## src/rtl/odd_parity_serial_tx.sv

```systemverilog
// Serial frame transmitter: start bit, WIDTH data bits LSB first, externally supplied
// odd parity bit, then STOP_BITS stop bits. The word is accepted over a valid/ready handshake.
module odd_parity_serial_tx #(
  parameter int unsigned WIDTH        = 4,
  parameter int unsigned CLKS_PER_BIT = 4,
  parameter int unsigned STOP_BITS    = 1
) (
  input  logic             clk,
  input  logic             rst_n,
  input  logic [WIDTH-1:0] data_in,
  input  logic             parity_in,
  input  logic             in_valid,
  output logic             in_ready,
  output logic             tx,
  output logic             busy,
  output logic             frame_done
);

  localparam int unsigned CNT_W = (CLKS_PER_BIT > 1) ? $clog2(CLKS_PER_BIT) : 1;
  localparam int unsigned IDX_W = $clog2(WIDTH + 1);

  localparam logic [CNT_W-1:0] BAUD_LAST = CNT_W'(CLKS_PER_BIT - 1);
  localparam logic [IDX_W-1:0] DATA_LAST = IDX_W'(WIDTH - 1);
  localparam logic [IDX_W-1:0] STOP_LAST = IDX_W'(STOP_BITS - 1);

  typedef enum logic [2:0] {
    IDLE   = 3'd0,
    START  = 3'd1,
    DATA   = 3'd2,
    PARITY = 3'd3,
    STOP   = 3'd4
  } state_t;

  state_t           state;
  logic [CNT_W-1:0] baud_cnt;
  logic [IDX_W-1:0] bit_idx;
  logic [WIDTH-1:0] shreg;
  logic             parity_q;
  logic             bit_end;

  assign bit_end  = (baud_cnt == BAUD_LAST);
  assign in_ready = (state == IDLE);

  // bit_idx counts data bits in DATA and stop bits in STOP; shreg[0] always holds the next data bit
  always_ff @(posedge clk) begin
    if (!rst_n) begin
      state      <= IDLE;
      baud_cnt   <= '0;
      bit_idx    <= '0;
      shreg      <= '0;
      parity_q   <= 1'b0;
      tx         <= 1'b1;
      busy       <= 1'b0;
      frame_done <= 1'b0;
    end else begin
      frame_done <= 1'b0;
      if (state == IDLE || bit_end) begin
        baud_cnt <= '0;
      end else begin
        baud_cnt <= baud_cnt + CNT_W'(1);
      end

      case (state)
        IDLE: begin
          tx <= 1'b1;
          if (in_valid) begin
            shreg    <= data_in;
            parity_q <= parity_in;
            bit_idx  <= '0;
            tx       <= 1'b0;
            busy     <= 1'b1;
            state    <= START;
          end
        end
        START: begin
          if (bit_end) begin
            tx    <= shreg[0];
            shreg <= shreg >> 1;
            state <= DATA;
          end
        end
        DATA: begin
          if (bit_end) begin
            if (bit_idx == DATA_LAST) begin
              tx      <= parity_q;
              bit_idx <= '0;
              state   <= PARITY;
            end else begin
              tx      <= shreg[0];
              shreg   <= shreg >> 1;
              bit_idx <= bit_idx + IDX_W'(1);
            end
          end
        end
        PARITY: begin
          if (bit_end) begin
            tx    <= 1'b1;
            state <= STOP;
          end
        end
        STOP: begin
          if (bit_end) begin
            if (bit_idx == STOP_LAST) begin
              bit_idx    <= '0;
              busy       <= 1'b0;
              frame_done <= 1'b1;
              state      <= IDLE;
            end else begin
              bit_idx <= bit_idx + IDX_W'(1);
            end
          end
        end
        default: begin
          tx    <= 1'b1;
          busy  <= 1'b0;
          state <= IDLE;
        end
      endcase
    end
  end

endmodule

```

## config.mk

```make
export PLATFORM = sky130hd
export DESIGN_NAME = odd_parity_serial_tx
export DESIGN_NICKNAME = d
export VERILOG_FILES = /design/src/rtl/odd_parity_serial_tx.sv
export SDC_FILE = /design/constraint.sdc
export NUM_CORES = 1
export LEC_CHECK = 0
export BUFFER_PORTS_ARGS = -buffer_cell sky130_fd_sc_hd__buf_2
export CAP_MARGIN = 5
export CORE_ASPECT_RATIO = 1.5
export CORE_MARGIN = 2
export CORE_UTILIZATION = 45
export DETAILED_ROUTE_END_ITERATION = 8
export SLEW_MARGIN = 30
export SYNTH_ARGS = -nofsm -noshare
export SYNTH_HDL_FRONTEND = slang
export SYNTH_SLANG_ARGS = --single-unit
```

## constraint.sdc

```tcl
create_clock -name clk -period 1.8 [get_ports clk]
set_input_delay 0.09 -clock clk [delete_from_list [all_inputs] [get_ports clk]]
set_output_delay 0.09 -clock clk [all_outputs]
set_load 0.01 [all_outputs]
```

==> results.txt <==
mapped cell area - 977 sq um
register area share after synthesis - 0.328
CP endpoint kind - flip-flop
Slew @ Worst Pin - 441 ps
syn nets - 115
H-tree depth - 1
top cells by area, synth - dfxtp_1 (33%), mux2i_1 (9.2%), ha_1 (6.4%), nand2_1 (3.8%), a21oi_1 (3.6%)
pwr dens - 1310 mW/mm^2
Initial Util - 0.476
area post-placement - 0.00104 sq mm
CTS root buf - clkbuf_4
core footprint - 0.00205 sq mm
Non-Filler Instances - 135
most frequent cells in the layout - dfxtp_1 (16), buf_2 (11), nand2_1 (10)
setup TNS - 0 ps
die footprint - 0.00257 sq mm
Post-Syn Instances - 102
via/cell ratio - 5.64
GRT Util Overall - 0.165
Post-synth EDFFs - 0
Critical Path AT - 1820 ps
main combinational cell family by area after synthesis - simple AND/OR/NAND/NOR gates
Yosys top cell area share - 0.328
DRT Pass-1 Iters - 4
leakage - 0.425 nW
die height - 61.1 um
layout cells sized above 1 - 0.239
dpl hpwl - 1410 um
nets@finish - 128
vias in the first global route - 768
Peak Freq - 613 MHz
antenna violations before repair - 0
unrepaired setup endpoints after global routing - no
largest net degree at the start of global routing - 18
CP Launch Type - flip-flop
Worst IR Drop VDD - 0.672 mV
Post-CTS Resized - 0
Final ANT Viol Nets - 0
mux share of post-synthesis cell area - 0.104
Cell variety after synth - 38
final hold violations - 0
hold_ws - 53.1 ps
hold buffers post-CTS - 0
Residual DRC - 0
Simple-Gate Fraction of Synth Area - 0.239
clock buffer count from CTS - 3
CP max FO - 10
# IOs - 12
vias - 762
Buffers on Ports - 11
Max clock buf depth - 2
Post-synth top flop - dfxtp_1
status - finished, final reports clean
Compound-Gate Fraction of Synth Area - 0.174
Clk pin slew, worst setup/hold paths - 100 ps
DP Cell Count - 132
Tcrit/Tclk final - 0.906
post-route cell area - 0.00106 sq mm
Die W - 42.1 um
post-CTS setup buffers - 0
Tmin final - 1630 ps
post-synthesis adder-cell area fraction - 0.0640
first-pass GRT wire length - 3270 um
CTS Sinks - 16
routability cong. - 0.733
CTS tree - built
Synth Area per Inst - 9.58 sq um
Worst EP required - 1990 ps
Final setup viols - 0
type of the worst min-delay path - in -> reg
YS warnings - 0
crit path kind - reg -> reg
ys async rst share - 0
# rows - 20
Slew Limit Fails - 0
max_cap viols - 0
gr ovfl total - 0
Worst slew margin - 0.706
detailed-route wire length per cell - 14.0 um
Yosys reg bits - 16
final WL - 1890 um
ant diodes - 0
P&R area growth vs syn - 8.83%
xor/xnor cell area share of the yosys netlist - 0.0256
Yosys top cell by area - dfxtp_1
clk_lat worst skew - 300 ps
initial drt markers - 18
commonest non-fill, non-tap cell in the layout - dfxtp_1
worst clock skew - 3.70 ps
-- cell usage after synthesis (all sizes together), types with 2 or more instances --
master and number:
nand2b 3, nor2b 4, mux2i 9, a21oi 7, dfxtp 16, nor2 5, nand2 10, ha 5
o21ai 4, buf 6, a22o 2, nand4bb 2, inv 4, nand3b 3, nor3 3, xnor2 2
-- worst paths after layout --
path              slack [ps]     endpoint         from  cells after the start
hold reg to reg          440  baud_cnt[0]  baud_cnt[0]                      1
hold / removal            50     parity_q    parity_in                      3
setup / recovery         170   bit_idx[0]  baud_cnt[0]                      4
setup reg to reg         170   bit_idx[0]  baud_cnt[0]                      4
-- critical path, cell delays in order (launching register included) --
cell,delay [ps]
dfxtp_1,350
ha_1,380
mux2i_1,160
o311a_1,360
mux2_2,270
-- cell type report --
class	instances	area, sq um
Sequential cell	16	320
Timing Repair Buffer	15	85.1
Clock buffer	3	22.5
Tap cell	22	27.5
Fill cell	197	988
Multi-Input combinational cell	75	593
Inverter	4	15.0
-- metal layers --
layer / wire (um) / track usage / part of all wire
met1: 847 / 0.182 / 0.45
met2: 939 / 0.313 / 0.50
met3: 68 / 0.0176 / 0.036
met4: 32 / 0.0893 / 0.017
met5: 0 / 0 / 0
-- cell families (layout without fill, tap and decap cells) --
kind of cell | count (synthesis) | after routing
buffers and inverters | 11 | 22
muxes | 10 | 10
and+or+nand+nor | 36 | 36
DFF | 16 | 16
xor gates and xnor gates | 2 | 2
AOI/OAI and AO/OA | 22 | 22
adders and majority gates | 5 | 5
-- report_power, final --
| part | switching [mW] | internal [mW] | total (mW) | leakage, nW |
|---|---|---|---|---|
| registers | 0.100 | 0.434 | 0.535 | 0.131 |
| logic | 0.331 | 0.325 | 0.656 | 0.280 |
| clock network | 0.125 | 0.0780 | 0.203 | 0.0138 |
| total | 0.557 | 0.837 | 1.39 | 0.425 |
-- registers in the layout, indices dropped and copies added, names as in the netlist --
signal      count
frame_done      1
shreg           4
busy            1
state           3
bit_idx         3
baud_cnt        2
parity_q        1
tx              1
-- per-stage QoR --
step           worst slack, ps  total power [mW]   util
2_1_floorplan              303              1.08      -
3_3_place_gp               202              1.19  0.507
3_5_place_dp               183              1.20  0.507
4_1_cts                    164              1.40  0.518
5_1_grt                   59.5              1.49  0.518
6_report                   169              1.39  0.518
(Power assumes the default switching activity.)
